[config.mk]
export PLATFORM = sky130hd
export DESIGN_NAME = rob_retire
export DESIGN_NICKNAME = d
export VERILOG_FILES = /design/src/rtl/rob_retire.sv
export SDC_FILE = /design/constraint.sdc
export NUM_CORES = 1
export LEC_CHECK = 0
export ABC_AREA = 0
export ABC_CLOCK_PERIOD_IN_PS = 3700
export CAP_MARGIN = 20
export CORE_MARGIN = 3
export CORE_UTILIZATION = 25
export DETAILED_ROUTE_END_ITERATION = 16
export GPL_TIMING_DRIVEN = 0
export HOLD_SLACK_MARGIN = 0.15
export SYNTH_ARGS = -nofsm -noshare
export SYNTH_HDL_FRONTEND = slang
export SYNTH_SLANG_ARGS = --single-unit
[constraint.sdc]
create_clock -name clk -period 3.7 [get_ports clk]
set_input_delay 0.555 -clock clk [delete_from_list [all_inputs] [get_ports clk]]
set_output_delay 0.555 -clock clk [all_outputs]
set_load 0.01 [all_outputs]
[src/rtl/rob_retire.sv]
// In-order reorder-buffer retirement: allocate, complete by ROB number, retire from head.
// Ports: alloc_* in / alloc_ready,alloc_rob out; complete_* in; commit_*/free_* registered out; full/empty. Optional ROB_FLUSH_EN adds flush.
module rob_retire #(
  parameter int ROB_DEPTH = 16,
  parameter int ROB_W     = 4,
  parameter int PREG_W    = 6,
  parameter int AREG_W    = 5,
  parameter int DATA_W    = 32
) (
  input  logic              clk,
  input  logic              rstn,
`ifdef ROB_FLUSH_EN
  input  logic              flush,
`endif
  input  logic              alloc_valid,
  input  logic [AREG_W-1:0] alloc_dr,
  input  logic [PREG_W-1:0] alloc_dr_p,
  input  logic [PREG_W-1:0] alloc_old_p,
  input  logic              alloc_regwrite,
  output logic              alloc_ready,
  output logic [ROB_W-1:0]  alloc_rob,
  input  logic              complete_valid,
  input  logic [ROB_W-1:0]  complete_rob,
  input  logic [DATA_W-1:0] complete_value,
  output logic              commit_valid,
  output logic [AREG_W-1:0] commit_areg,
  output logic [PREG_W-1:0] commit_preg,
  output logic [DATA_W-1:0] commit_value,
  output logic              commit_regwrite,
  output logic              free_valid,
  output logic [PREG_W-1:0] free_preg,
  output logic              full,
  output logic              empty
);

  localparam logic [ROB_W:0] CNT_FULL = (ROB_W+1)'(ROB_DEPTH);

  logic [ROB_W-1:0]     head_q, head_d;
  logic [ROB_W-1:0]     tail_q, tail_d;
  logic [ROB_W:0]       count_q, count_d;
  logic [ROB_DEPTH-1:0] busy_q, busy_d;
  logic [ROB_DEPTH-1:0] done_q, done_d;
  logic [AREG_W-1:0]    areg_q [ROB_DEPTH];
  logic [AREG_W-1:0]    areg_d [ROB_DEPTH];
  logic [PREG_W-1:0]    preg_q [ROB_DEPTH];
  logic [PREG_W-1:0]    preg_d [ROB_DEPTH];
  logic [PREG_W-1:0]    oldp_q [ROB_DEPTH];
  logic [PREG_W-1:0]    oldp_d [ROB_DEPTH];
  logic [ROB_DEPTH-1:0] rw_q, rw_d;
  logic [DATA_W-1:0]    value_q [ROB_DEPTH];
  logic [DATA_W-1:0]    value_d [ROB_DEPTH];

  logic              cv_q, cv_d;
  logic [AREG_W-1:0] careg_q, careg_d;
  logic [PREG_W-1:0] cpreg_q, cpreg_d;
  logic [DATA_W-1:0] cval_q, cval_d;
  logic              crw_q, crw_d;
  logic              fv_q, fv_d;
  logic [PREG_W-1:0] fp_q, fp_d;

  logic flush_i;
  logic acc;
  logic cmp;
  logic ret;

`ifdef ROB_FLUSH_EN
  assign flush_i = flush;
`else
  assign flush_i = 1'b0;
`endif

  assign full        = (count_q == CNT_FULL);
  assign empty       = (count_q == '0);
  assign alloc_ready = !full;
  assign alloc_rob   = tail_q;

  // All three actions use pre-edge state; a flush discards them.
  assign acc = alloc_valid && !full && !flush_i;
  assign cmp = complete_valid && busy_q[complete_rob] && !flush_i;
  assign ret = busy_q[head_q] && done_q[head_q] && !flush_i;

  always_comb begin
    head_d  = head_q;
    tail_d  = tail_q;
    count_d = count_q;
    busy_d  = busy_q;
    done_d  = done_q;
    areg_d  = areg_q;
    preg_d  = preg_q;
    oldp_d  = oldp_q;
    rw_d    = rw_q;
    value_d = value_q;
    cv_d    = 1'b0;
    careg_d = careg_q;
    cpreg_d = cpreg_q;
    cval_d  = cval_q;
    crw_d   = crw_q;
    fv_d    = 1'b0;
    fp_d    = fp_q;

    if (acc) begin
      busy_d[tail_q] = 1'b1;
      done_d[tail_q] = 1'b0;
      areg_d[tail_q] = alloc_dr;
      preg_d[tail_q] = alloc_dr_p;
      oldp_d[tail_q] = alloc_old_p;
      rw_d[tail_q]   = alloc_regwrite;
      tail_d         = tail_q + 1'b1;
    end

    if (cmp) begin
      done_d[complete_rob]  = 1'b1;
      value_d[complete_rob] = complete_value;
    end

    // Retire clears after complete so a late duplicate cannot revive it.
    if (ret) begin
      busy_d[head_q] = 1'b0;
      done_d[head_q] = 1'b0;
      cv_d    = 1'b1;
      careg_d = areg_q[head_q];
      cpreg_d = preg_q[head_q];
      cval_d  = value_q[head_q];
      crw_d   = rw_q[head_q];
      // preg 0 is hardwired and never returns to the free list
      if (rw_q[head_q] && (oldp_q[head_q] != '0)) begin
        fv_d = 1'b1;
        fp_d = oldp_q[head_q];
      end
      head_d = head_q + 1'b1;
    end

    unique case ({acc, ret})
      2'b10:   count_d = count_q + 1'b1;
      2'b01:   count_d = count_q - 1'b1;
      default: count_d = count_q;
    endcase

    if (flush_i) begin
      head_d  = '0;
      tail_d  = '0;
      count_d = '0;
      busy_d  = '0;
      done_d  = '0;
    end
  end

  always_ff @(posedge clk) begin
    if (!rstn) begin
      head_q  <= '0;
      tail_q  <= '0;
      count_q <= '0;
      busy_q  <= '0;
      done_q  <= '0;
      cv_q    <= 1'b0;
      careg_q <= '0;
      cpreg_q <= '0;
      cval_q  <= '0;
      crw_q   <= 1'b0;
      fv_q    <= 1'b0;
      fp_q    <= '0;
    end else begin
      head_q  <= head_d;
      tail_q  <= tail_d;
      count_q <= count_d;
      busy_q  <= busy_d;
      done_q  <= done_d;
      cv_q    <= cv_d;
      careg_q <= careg_d;
      cpreg_q <= cpreg_d;
      cval_q  <= cval_d;
      crw_q   <= crw_d;
      fv_q    <= fv_d;
      fp_q    <= fp_d;
    end
  end

  // Payload storage is qualified by busy/done, so it needs no reset.
  always_ff @(posedge clk) begin
    areg_q  <= areg_d;
    preg_q  <= preg_d;
    oldp_q  <= oldp_d;
    rw_q    <= rw_d;
    value_q <= value_d;
  end

  assign commit_valid    = cv_q;
  assign commit_areg     = careg_q;
  assign commit_preg     = cpreg_q;
  assign commit_value    = cval_q;
  assign commit_regwrite = crw_q;
  assign free_valid      = fv_q;
  assign free_preg       = fp_q;

endmodule

==> Word level (Yosys, flattened, before mapping) <==
Index checks and enable logic that the tools add are counted.
{ "word_totals": {"ff_bits": 897, "inputBits": 58, "out_inout_bits": 59} }
{ "classes": {"n_addsub": 4, "n_lt_le_gt_ge": 11, "eq_ne": 3, "muxes": 45, "n_bitwise": 10, "n_reduce_logical": 15} }
{ "op_table": {"columns": ["cell", "count"], "rows": [
  ["$bwmux 512", 1],
  ["$bwmux 96", 2],
  ["$bmux 32 s4", 1],
  ["$demux 32 s4", 1],
  ["$mux 32", 3],
  ["$bwmux 80", 1],
  ["$mux 16", 5],
  ["$and 16x16->16", 3],
  ["$bmux 6 s4", 2],
  ["$not 16->16", 2],
  ["$or 16x16->16", 2],
  ["$mux 6", 5],
  ["$demux 6 s4", 1],
  ["$bmux 5 s4", 1],
  ["$demux 5 s4", 1],
  ["$bmux 1 s4", 4],
  ["$bwmux 16", 1],
  ["$ge 5x5->1 const B", 3],
  ["$lt 4x5->1 const B", 3],
  ["$mux 5", 3],
  ["$not 4->5", 3],
  ["$demux 1 s4", 3],
  ["$ge 4x1->1 const B", 3],
  ["$lt 5x1->1 const B", 2],
  ["other kinds (14)", 32]
]} }

==> Logic depth before layout (Yosys ltp) <==
Gate-level depths: netlist of run 1.
{ "depth": {"depth_word": 11, "mapped_depth": 18, "depth_no_buf": 14} }

==> Worst setup path after synthesis of run 1 <==
OpenSTA, ideal clock, no wires.
{ "synth_timing": {"path_kind": "register -> register", "start": "register head_q[0]", "end": "register count_q[4]", "setup_ns": 0.070, "t_arrival_ns": 3.269, "t_required_ns": 3.630, "setup_slack_ns": 0.361, "path_stages_with_launch": 19, "path_buffers": 4, "path_cell_list": "dfxtp_1 -> buf_6 -> buf_12 -> mux4_2 -> nand2_1 -> nand4_1 -> nand2_1 -> inv_2 -> clkbuf_1 -> ha_1 -> clkbuf_1 -> xor2_1 -> ha_1 -> a21oi_1 -> nand3_1 -> o31ai_1 -> a21oi_1 -> or3_1 -> a21oi_1"} }
{ "synth_between": {"elab_chain_len": 5} }
{ "synth_rtl": {"columns": ["item", "line_no", "text"], "rows": [
  ["from (decl)", "38", "logic [ROB_W-1:0] head_q, head_d;"],
  ["from (signal assigned)", "150", "head_q <= '0;"],
  ["from (signal assigned)", "163", "head_q <= head_d;"],
  ["$bmux 1 s4", "80", "assign ret = busy_q[head_q] && done_q[head_q] && !flush_i;"],
  ["$mux 1 (not written as such)", "80", null],
  ["$logic_and 1x1->1 (*)", "80", null],
  ["$eq 2x1->1 or $eq 2x2->1 (tied branches)", "133", "unique case ({acc, ret})"],
  ["$pmux 5 s2 or $reduce_bool 2->1 (tied branches)", null, null],
  ["to (signal assigned)", "165", "count_q <= count_d;"],
  ["to (decl)", "40", "logic [ROB_W:0] count_q, count_d;"]
]} }
Every way passes the cells marked *; elsewhere a longest branch is shown, timed or not. The select of a mux whose other input is x is not followed.
A chain may end at the register's enable or synchronous reset.

==> Final worst setup path of run 1 <==
Same ends and word-level chain as after synthesis.

==> flow_summary.ini, run 1 <==
[worst_setup_path]
crit_fanout = 17
cp_data_arrival_time_ps = 4170
cp_cell_sequence = buf_6, buf_12, mux4_2, nand2_1, nand4_1, nand2_2, inv_6, ha_4, xor2_2, ha_1, a21oi_2, nand3_1, o31ai_1, a21oi_1, or3_1, a21oi_1
path_depth = 16
reg2reg_from = head_q[0]
critical_path_required_ps = 4290
cpMostUsedCell = a21oi_1
worstSetupPathType = reg2reg
worst_r2r_path_depth = 16
slowest_delay_ps = 510
regToRegEndpoint = count_q[4]
crit_buf_inv = 3
slowest_stage = mux4_2
worstSetupStartpointType = flip-flop
reg2reg_setup_slack_ps = 120
endpoint_kind = flip-flop
cp_top_family = simple AND/OR/NAND/NOR gates

[cells_and_area]
final_net_count = 1938
synthToLayoutAreaGrowth_pct = 20.61
final_common_cell = edfxtp_1
utilization_pct = 30.44
layout_common_cells = edfxtp_1 (800), mux4_2 (255), nand2_1 (116)
layout-drive-gt1-share_pct = 25.31
fin_area_mm2 = 0.04134

[detailed_routing]
ant_nets = 0
wl_per_cell_um = 24.56
vias_per_cell = 4.689
vias = 17480
drt_wl_total_um = 91540
drt_iter0_markers = 2129
route.detailed.drc = 0
drt_first_pass_iters = 5

[pwr]
intPower_mw = 16.21
p_seq_share_pct = 54.9
power_density_mw_per_mm2 = 487.9
comb_power_share_pct = 2.0
swShare_pct = 19.66
ir_drop_mv = 0.3066
leakagePower_nw = 12.30
finalPower_mw = 20.17
p_clk_share_pct = 43.1
p_switching_mw = 3.965

[min_path]
hp-start = commit_value[4]
holdCritPathClass = reg2reg
min_to = commit_value[4]
hold_depth = 2

[sta]
timing.fmax_mhz = 279.3
relSlewSlack_pct = 29.70
setup_violations = 0
fin_crit_sh_pct = 96.77
hold-worst-slack_ps = 456.8
rsz0062_at_grt = no
fin_worst_skew_ps = 23.85
maxSlewViolCount = 0
finalCriticalPeriod_ps = 3580
final_hold_viol_count = 0
worst_pin_slew_ps = 1054

[global_route]
grt_max_degree = 21
grt_pass1_vias = 18060
grt_pass1_wl_um = 129700
antenna_found_initial = 16
grt_usage_pct = 12.78
globalRouteOverflowTotal = 0

[die]
die_x_um = 376.3
die_h_um = 376.3
placementRows = 135
start_util_pct = 25.24
die_area_mm2 = 0.1416
core-area_mm2 = 0.1358
num_io_pins = 117

[synth]
ys_async_sr_fraction_pct = 0
yosysSeqAreaShare_pct = 75.75
syn_inst = 1639
synth_seq_cells = 897
syn_avg_cell_area_um2 = 20.91
post_synth_num_cell_types = 42
synth_area_mm2 = 0.03428
syn_nets = 1708
ys_warn_count = 0
synthFlopType = edfxtp_1
synth_edf_count = 800

[clocking]
clockRootBuffer = clkbuf_16
cts_sinks = 897
cts_max_level = 3
cts_tree = yes
cts_max_path_buffers = 3
worstSkewPairLatency_ps = 660
clk_pin_slew_worst_paths_ps = 70
numCtsBuffers = 82
cts_hold_buffers = 0

[placed_design]
dpl.hpwl_um = 60610
portBuffers = 113
post_dp_cell_area_mm2 = 0.03843
gp_congestion = 0.7946

[run_status]
status = complete, no violations

[job]
drv_cap = 0
## repair_timing
item,4_1_cts,5_1_grt
pin swaps,0,3
endpoints found under the setup margin,4,1
buffers inserted,0,1
gates resized for setup,4,5
## layout make-up
type | count | area (µm²)
sequential | 897 | 25960
tap | 1781 | 2228
antenna | 10 | 25.02
buffer | 93 | 446.7
timing repair buffer | 148 | 1911
multi-input combinational | 617 | 7906
clock inverter | 37 | 439.2
fill | 13090 | 94460
clock buffer | 114 | 2303
inverter | 30 | 117.6
## worst max-delay path by stage
stage | startpoint | end | slack (ps)
finish | head_q[0] | count_q[4] | 120
global route | head_q[0] | count_q[4] | 30
CTS | head_q[0] | count_q[4] | 9
detailed placement | head_q[1] | count_q[4] | -830
global placement | complete_valid | done_q[12] | -2030
floorplan | head_q[0] | count_q[4] | 360
## worst register-to-register path: cells and delay by family, from the launching register on
kind                       cells  cell delay [ps]
buffers and inverters          3              450
xor gates and xnor gates       1              160
and+or+nand+nor                5              990
DFF                            1              390
AOI/OAI and AO/OA              4              550
muxes                          1              510
adders and majority gates      2              470
## synthesized netlist by cell type, types with 2 or more instances
master / n / share of area, %
nor3_1: 2 / 0.029
edfxtp_1: 800 / 70
ha_1: 11 / 0.40
inv_1: 29 / 0.32
and4_1: 2 / 0.051
mux4_2: 255 / 17
nand4_1: 7 / 0.13
nor2_1: 38 / 0.42
clkbuf_1: 43 / 0.47
nand2_1: 117 / 1.3
buf_2: 32 / 0.47
nand3b_1: 4 / 0.088
a311oi_1: 18 / 0.46
nor2b_1: 6 / 0.11
o21ai_0: 7 / 0.10
a21oi_1: 78 / 1.1
o221a_2: 12 / 0.39
a22oi_1: 12 / 0.26
nand2b_1: 2 / 0.036
and2_1: 2 / 0.036
or3_1: 2 / 0.036
and3_1: 2 / 0.036
dfxtp_1: 97 / 5.7
buf_1: 13 / 0.14
xor2_1: 6 / 0.15
nand2_2: 2 / 0.036
nand3_1: 17 / 0.25
buf_6: 5 / 0.16
xnor2_1: 4 / 0.10
a22oi_2: 2 / 0.073
## registers in the layout, indices dropped and copies added (netlist names), 6 cells and up
name          count
busy_q           16
commit_preg       6
rw_q             16
commit_value     32
oldp_q           96
done_q           16
areg_q           80
free_preg         6
value_q         512
preg_q           96
## through the flow
stage	std cells	worst slack (ps)	setup TNS, ps
floorplan	1639	361.1	0
global placement	3533	-2030	-868170
detailed placement	3563	-825.7	-1783
CTS	3712	8.775	0
global route	3717	25.30	0
finish	3727	119.7	0
## per-layer routing
metal | global-route usage [%] | share of wire [%] | vias to the layer above
li1 | - | - | 7239
met1 | 17.14 | 41 | 9307
met2 | 20.37 | 48 | 771
met3 | 3.517 | 9.1 | 150
met4 | 3.508 | 2.3 | 8
met5 | 0 | 0.056 | -
## power by group through the flow
| stage | Clock [mW] | Combinational (mW) | Sequential (mW) |
|---|---|---|---|
| after floorplan | 0 | 0.125 | 11.3 |
| after global placement | 0 | 0.344 | 11.3 |
| after detailed placement | 0 | 0.391 | 11.3 |
| after CTS | 8.87 | 0.394 | 11.1 |
| after global routing | 9.28 | 0.429 | 11.1 |
| final | 8.69 | 0.396 | 11.1 |
## kinds of logic after synthesis
family | count (synthesis) | share of synthesized area [%]
muxes | 256 | 16.78
and+or+nand+nor | 207 | 2.632
DFF | 897 | 75.75
xor gates and xnor gates | 10 | 0.2555
buffers and inverters | 125 | 1.654
AOI/OAI and AO/OA | 133 | 2.522
adders and majority gates | 11 | 0.4015
Note: power is estimated with default switching activity, not from simulation.
==> run 2, diff against run 1 <==
- SETUP_SLACK_MARGIN: unset -> 0.15
==> flow_summary.ini, run 2 (same netlist as run 1, synthesis figures left out) <==
[worst_setup_path]
worst_r2r_path_depth = 17
critical_path_required_ps = 4280
regToRegEndpoint = count_q[4]
reg2reg_from = head_q[0]
worstSetupStartpointType = flip-flop
endpoint_kind = flip-flop
reg2reg_setup_slack_ps = 210
cp_data_arrival_time_ps = 4080
cp_cell_sequence = buf_6, buf_12, mux4_2, nand2_2, nand4_1, nand2_2, clkinv_8, ha_1, buf_4, xor2_2, ha_2, a21oi_2, o21bai_1, a22o_1, a21oi_1, or3_1, a21oi_2
crit_fanout = 9
slowest_stage = mux4_2
slowest_delay_ps = 510
worstSetupPathType = reg2reg

[cells_and_area]
utilization_pct = 30.52
layout_common_cells = edfxtp_1 (800), mux4_2 (255), nand2_1 (114)
reg_top3 = value_q: 512 flops, oldp_q: 96 flops, preg_q: 96 flops
multi_input_area_mm2 = 0.007905
n_fill_cell = 13090
fin_cells = 3737
layout-drive-gt1-share_pct = 26.04
regArea_mm2 = 0.02597
final_common_cell = edfxtp_1
top_register = value_q
final_net_count = 1949
largest_register_ffs = 512
fin_area_mm2 = 0.04145
synthToLayoutAreaGrowth_pct = 20.92

[global_route]
grt_pass1_wl_um = 129700
antenna_found_initial = 16
grt_max_degree = 21
globalRouteOverflowTotal = 0
grt_pass1_vias = 18090
grt_usage_pct = 12.78

[min_path]
holdCritPathClass = reg2reg
hold_depth = 2
hp-start = commit_value[4]
min_to = commit_value[4]

[sta]
finalCriticalPeriod_ps = 3494
rsz0062_at_grt = no
setup_tns_ps = 0
maxSlewViolCount = 0
fin_ws_ps = 206.3
fin_crit_sh_pct = 94.42
worst_pin_slew_ps = 1058
setup_violations = 0
relSlewSlack_pct = 29.45
final_hold_viol_count = 0
hold-worst-slack_ps = 456.7
timing.fmax_mhz = 286.2
fin_worst_skew_ps = 22.04

[pwr]
finalPower_mw = 20.16
leakagePower_nw = 12.37
swShare_pct = 19.62
p_seq_share_pct = 55.0
comb_power_share_pct = 2.0
power_density_mw_per_mm2 = 486.4
ir_drop_mv = 0.3071
p_switching_mw = 3.955
intPower_mw = 16.21
p_clk_share_pct = 43.1

[clocking]
clockRootBuffer = clkbuf_16
cts_tree = yes
worstSkewPairLatency_ps = 660
numCtsBuffers = 82
clk_pin_slew_worst_paths_ps = 70
cts_max_level = 3
cts_max_path_buffers = 3
cts_sinks = 897
cts_hold_buffers = 0

[detailed_routing]
drt_first_pass_iters = 5
vias = 17580
wl_per_cell_um = 24.56
drt_wl_total_um = 91780
ant_nets = 0
vias_per_cell = 4.703
drt_iter0_markers = 2089
route.detailed.drc = 0

[placed_design]
dp_cells = 3563
portBuffers = 113
pre_cts_ws_ps = -825.7
dpl.hpwl_um = 60610
post_dp_cell_area_mm2 = 0.03843
gp_congestion = 0.7946

[die]
core-area_mm2 = 0.1358
die_area_mm2 = 0.1416
die_x_um = 376.3
num_io_pins = 117
placementRows = 135
start_util_pct = 25.24
die_h_um = 376.3

[run_status]
status = complete, no violations

[job]
drv_cap = 0
-- run 2: cell count changes in the layout (fill, tap and decap cells not counted), sizes merged --
| cell | before | now |
|---|---|---|
| inv | 36 | 35 |
| buf | 87 | 98 |
| clkinv | 20 | 21 |
| diode | 10 | 9 |
-- run 2: what timing repair did --
action	CTS	global route
pin swaps	3	6
resized for setup	8	15
gates cloned	0	0
endpoints found under the setup margin	4	2
setup buffers	3	8
-- run 2: power groups by stage --
stage | sequential (mW) | clock [mW] | combinational [mW]
after CTS | 11.1 | 8.87 | 0.398
after floorplan | 11.3 | 0 | 0.125
after detailed placement | 11.3 | 0 | 0.391
after global placement | 11.3 | 0 | 0.344
final | 11.1 | 8.68 | 0.396
after global routing | 11.1 | 9.28 | 0.429
-- run 2: critical path: cells and delay by family (launching register included) --
kind / cells / cell delay (ps)
xor gates and xnor gates: 1 / 170
muxes: 1 / 510
and+or+nand+nor: 4 / 860
adders and majority gates: 2 / 410
DFF: 1 / 340
buffers and inverters: 4 / 500
AOI/OAI and AO/OA: 5 / 620
-- run 2: how the worst max path moves through the flow --
stage | from | endpoint | slack [ps] | cells after the start
6_report | head_q[0] | count_q[4] | 210 | 17
5_1_grt | head_q[0] | count_q[4] | 70 | 17
4_1_cts | head_q[1] | count_q[4] | 150 | 16
3_5_place_dp | head_q[1] | count_q[4] | -830 | 17
3_3_place_gp | complete_valid | done_q[12] | -2030 | 5
2_1_floorplan | head_q[0] | count_q[4] | 360 | 18
-- run 2: routing by layer --
| layer | GRT usage, % | vias to the layer above | part of all wire [%] |
|---|---|---|---|
| met3 | 3.521 | 146 | 9.2 |
| li1 | - | 7259 | - |
| met4 | 3.530 | 8 | 2.2 |
| met1 | 17.13 | 9374 | 41 |
| met5 | 0 | - | 0.057 |
| met2 | 20.38 | 789 | 48 |
-- run 2: layout make-up --
| type | instances | area share (%) |
|---|---|---|
| antenna | 9 | 0.05434 |
| sequential | 897 | 62.65 |
| clock inverter | 37 | 1.060 |
| buffer | 94 | 1.105 |
| multi-input combinational | 617 | 19.07 |
| tap | 1781 | 5.376 |
| clock buffer | 114 | 5.558 |
| inverter | 30 | 0.3019 |
| timing repair buffer | 158 | 4.821 |
==> RTL edit 1: new RTL, config.mk and constraints of run 2 <==
Take the reset off `cval_q` and load it in a clocked block of its own.
--- a/src/rtl/rob_retire.sv
+++ b/src/rtl/rob_retire.sv
@@ -157,3 +157,2 @@
       cpreg_q <= '0;
-      cval_q  <= '0;
       crw_q   <= 1'b0;
@@ -170,3 +169,2 @@
       cpreg_q <= cpreg_d;
-      cval_q  <= cval_d;
       crw_q   <= crw_d;
@@ -175,2 +173,6 @@
     end
+  end
+
+  always_ff @(posedge clk) begin
+    cval_q <= cval_d;
   end
Check against the original RTL: differs if rstn is asserted again (counterexample within 4 cycles, from zero or initial values and one cycle with rstn low); with rstn held inactive, the same outputs for 4 cycles.
==> RTL edit 1 against run 2 <==
- combinational power grew 2%
- cell count shrank 2.5%
- routed wire length shrank 3.4%
- power grew 1.1%
- setup slack lost 0.022 ns
- synthesized area shrank 0.20%
- final area grew 0.85%
- worst hold slack gained 0.018 ns
- sequential power is essentially flat
- via count shrank 3.5%
- sequential cell count is the same
- critical endpoint unchanged
==> RTL edit 1: results (changes against run 2) <==
Placed design
The weighted congestion reported at the end of routability-driven placement is 0.7927 (-0.24%). The count of buffers inserted at the top-level ports was 116 (+2.7%). The instance area after placement is 38590 µm² (+0.41%). The cell count after placement is 3452 (-3.1%).

STA
The worst-case clock skew is 0.02749 ns (+0.005448 ns). The highest clock rate is 284.5 MHz (-0.62%).

Route
The routed wire length on met3 is 7456 µm (-12%). The vias per cell is 4.655 (-1.0%). The overall via count from detail_route is 16.96k (-3.5%). The met1 wire length is 35710 µm (-4.6%).

Layout
The multi-input combinational cell area is 7675 µm² (-2.9%). The antenna diode instance count is 10 (+1). The sequential cell area was 26290 µm² (+1.2%). The number of non-clock buffers in the layout is 261 (+3.6%). The proportion of cell area spent on the clock network came to 0.06768 (+0.001511).

The number of fillers in the final layout is 12.87k (-1.7%). The count of multi-input combinational gates came to 511 (-17%). The buffering overhead is 0.06373 (+0.004473).

Yosys
The net count after synthesis is 1582 (-7.4%). The commonest cells after synthesis are edfxtp_1, mux4_2, dfxtp_1.

Outcome
The flow ran to the end, and the final reports show no timing, DRC or antenna violations.

Global route
The fraction of met3 tracks used by global routing is 0.02978 (-0.005428). The first-pass GRT wire length came to 126800 µm (-2.2%).

Die
The area of the core is 135600 µm² (-0.12%).

Critical path
The largest fanout on the critical path is 7 (-2). The reg2reg setup slack came to 0.18 ns (-0.02 ns).
## RTL edit 1: cell types whose count changed after synthesis, moves of 5 or more
cell / before / now
edfxtp_1: 800 / 832
o221a_2: 12 / 18
buf_1: 13 / 5
inv_1: 29 / 23
nand2_1: 117 / 32
nor3_1: 2 / 11
mux2i_1: 1 / 12
dfxtp_1: 97 / 65
a21oi_1: 78 / 29
buf_2: 32 / 23
nor2_1: 38 / 43
## RTL edit 1: timing repair
action | in CTS | in global routing
endpoints found under the hold margin | 0 | 0
gates cloned | 2 | 0
resized for setup | 26 | 17
pin swaps | 5 | 8
setup endpoints to repair | 36 | 3
setup buffers | 5 | 12
## RTL edit 1: cells by family (layout without fill, tap and decap cells)
logic type	count (synthesis)	count (layout)	synth area share
xor+xnor	10	10	0.002560
other cells	0	10	0
buf+inv	105	445	0.01452
flops	897	897	0.7684
simple gates	133	133	0.01865
fa+ha+maj	11	11	0.004023
compound gates	90	90	0.02045
mux	267	267	0.1714
## RTL edit 1: final timing paths
| kind | start | to | cells after the start |
|---|---|---|---|
| setup / recovery | head_q[0]$_SDFFE_PN0N_ | count_q[4]$_SDFFE_PN0P_ | 17 |
| hold / removal | busy_q[7]$_SDFF_PN0_ | busy_q[7]$_SDFF_PN0_ | 2 |
| setup reg to reg | head_q[0]$_SDFFE_PN0N_ | count_q[4]$_SDFFE_PN0P_ | 17 |
| hold reg to reg | busy_q[7]$_SDFF_PN0_ | busy_q[7]$_SDFF_PN0_ | 2 |
## RTL edit 1: where the power goes
group          switching (mW)  total [mW]  internal [mW]  leakage (nW)
clock network            3.77        8.85           5.09          1.39
registers              0.0186        11.1           11.1          8.02
logic                   0.260       0.404          0.143          3.18
total                    4.05        20.4           16.3          12.6
==> RTL edit 2: new RTL, flow settings as in run 2 <==
Without the edit above. Set the parameter `DATA_W` to 24 (it was 32).
--- a/src/rtl/rob_retire.sv
+++ b/src/rtl/rob_retire.sv
@@ -7,3 +7,3 @@
   parameter int AREG_W    = 5,
-  parameter int DATA_W    = 32
+  parameter int DATA_W    = 24
 ) (
Interface: changed (resized commit_value and complete_value); port bits go from 117 to 101. The function was not compared with the original's and may differ.
==> RTL edit 2 against run 2 <==
- via count decreased by 13%
- power decreased by 15%
- first-iteration DRC count decreased by 12%
- synthesized area decreased by 15%
- setup slack improved by 0.077 ns
- final area decreased by 14%
- clock power decreased by 14%
- routed wire length decreased by 16%
- sequential cell count decreased by 136
- highest routed layer unchanged
- clock skew increased by 0.0049 ns
- global-route usage decreased by 0.22 points
==> RTL edit 2: results (changes against run 2) <==
Global route
The initial antenna violation count is 10 (-6). The largest net degree at the start of global routing is 21 (unchanged). The number of global-route vias before repair is 15.72k (-13%). The overall fraction of global-route tracks in use was 0.1257 (-0.002162).

The first-pass GRT wire length came to 110800 µm (-15%).

CTS
The number of clock buffers inserted by TritonCTS is 76 (-7.3%). The clock latency on the worst-skew pair came to 0.63 ns (-0.03 ns). The cell sitting at the root of the clock tree is a clkbuf_16.

The maximum root-to-sink buffer count is 3 (unchanged).

Placed design
The weighted congestion reported at the end of routability-driven placement was 0.8262 (+4.0%). The count of buffers inserted at the top-level ports is 97 (-14%). The estimated wirelength of the detail-placed design is 50760 µm (-16%). The pre-CTS worst setup slack is -1.154 ns (-0.3279 ns).

Yosys
Sorting the synthesized cells by area gives the leading types as edfxtp_1, mux4_2, dfxtp_1. The number of flops mapped to enable cells by yosys was 672 (-16%). Sorting the synthesized cells by how often they occur yields edfxtp_1, mux4_2, nand2_1. The number of distinct standard cells referenced by the synthesized netlist is 43 (+2.4%). The net count after synthesis is 1488 (-13%). The sequential share of the synthesized area is 0.7514 (-0.006108).

STA
The highest clock rate came to 292.7 MHz (+2.3%). The relative slew slack was 0.3021 (+0.007608). The post-route worst hold slack is 0.4539 ns (-0.002868 ns). The worst-case clock skew came to 0.02697 ns (+0.004926 ns).

Layout
The fraction of layout instances using a drive strength above 1 was 0.2736 (+0.01323). The number of nets in the layout came to 1715 (-12%). The largest registers in the layout are value_q x384, oldp_q x96, preg_q x96.

Power and ir drop
The leakage power is 10.76 nW (-13%). The maximum resistive drop on vdd is 0.3053 mV (-0.58%).

Critical path
The reg2reg setup slack is 0.28 ns (+0.08 ns). The worst endpoint data arrival time came to 3.95 ns (-0.13 ns). The largest fanout on the critical path came to 7 (-2).

Route
The number of violations reported at the end of detailed-routing iteration 0 is 1835 (-12%). The vias per cell is 4.726 (+0.49%). The post-detailed-routing wire length is 76920 µm (-16%).

Hold path
The worst hold-check path type is reg -> reg.

Outcome
The run finished with clean final reports.
-- RTL edit 2: repair_timing --
| item | 4_1_cts | 5_1_grt |
|---|---|---|
| buffers inserted | 15 | 7 |
| pin swaps | 3 | 10 |
| resized for setup | 19 | 27 |
| setup endpoints to repair | 5 | 4 |
-- RTL edit 2: worst register-to-register path, delay by kind of cell, from the launching register on --
kind	cells	cell delay [ns]
compound gates	5	0.56
xor+xnor	1	0.12
fa+ha+maj	2	0.36
buf+inv	5	0.65
flops	1	0.36
mux	1	0.53
simple gates	4	0.76
-- RTL edit 2: stage by stage --
stage | cell area [µm²] | cells
2_1_floorplan | 29230 | 1427
3_3_place_gp | 32090 | 3036
3_5_place_dp | 32970 | 3066
4_1_cts | 35550 | 3219
5_1_grt | 35680 | 3226
6_report | 35680 | 3227
-- RTL edit 2: cell type report --
class	count	area [µm²]
clock inverter	49	399.1
tap	1512	1892
buffer	83	467.9
timing repair buffer	149	1896
inverter	30	117.6
sequential	761	21960
multi-input combinational	553	6934
fill	11033	79440
clock buffer	89	2012
antenna	1	2.502
-- RTL edit 2: per-layer routing --
metal / global-route usage / routed length [µm]
met1: 0.1685 / 32160
met2: 0.2038 / 36990
met3: 0.02974 / 5599
met4: 0.03615 / 2104
met5: 0 / 69
-- RTL edit 2: worst paths after layout --
check                                     from                           end  cells after the start
setup / recovery        head_q[0]$_SDFFE_PN0N_       count_q[4]$_SDFFE_PN0P_                     18
hold / removal    commit_value[8]$_SDFFE_PN0N_  commit_value[8]$_SDFFE_PN0N_                      2
setup reg to reg        head_q[0]$_SDFFE_PN0N_       count_q[4]$_SDFFE_PN0P_                     18
hold reg to reg   commit_value[8]$_SDFFE_PN0N_  commit_value[8]$_SDFFE_PN0N_                      2
-- RTL edit 2: report_power, final --
part           switching (mW)  total, mW  internal, mW
registers              0.0172       9.40          9.39
clock network            3.27       7.47          4.20
logic                   0.231      0.350         0.119
total                    3.52       17.2          13.7
-- RTL edit 2: cells by family (layout without fill, tap and decap cells) --
family,Yosys count,in the layout,share of synthesized area
mux,216,216,0.1660
simple gates,191,191,0.02911
flops,761,761,0.7514
xor+xnor,10,10,0.002997
buf+inv,113,400,0.01755
fa+ha+maj,11,11,0.004709
other cells,0,1,0
compound gates,125,125,0.02821
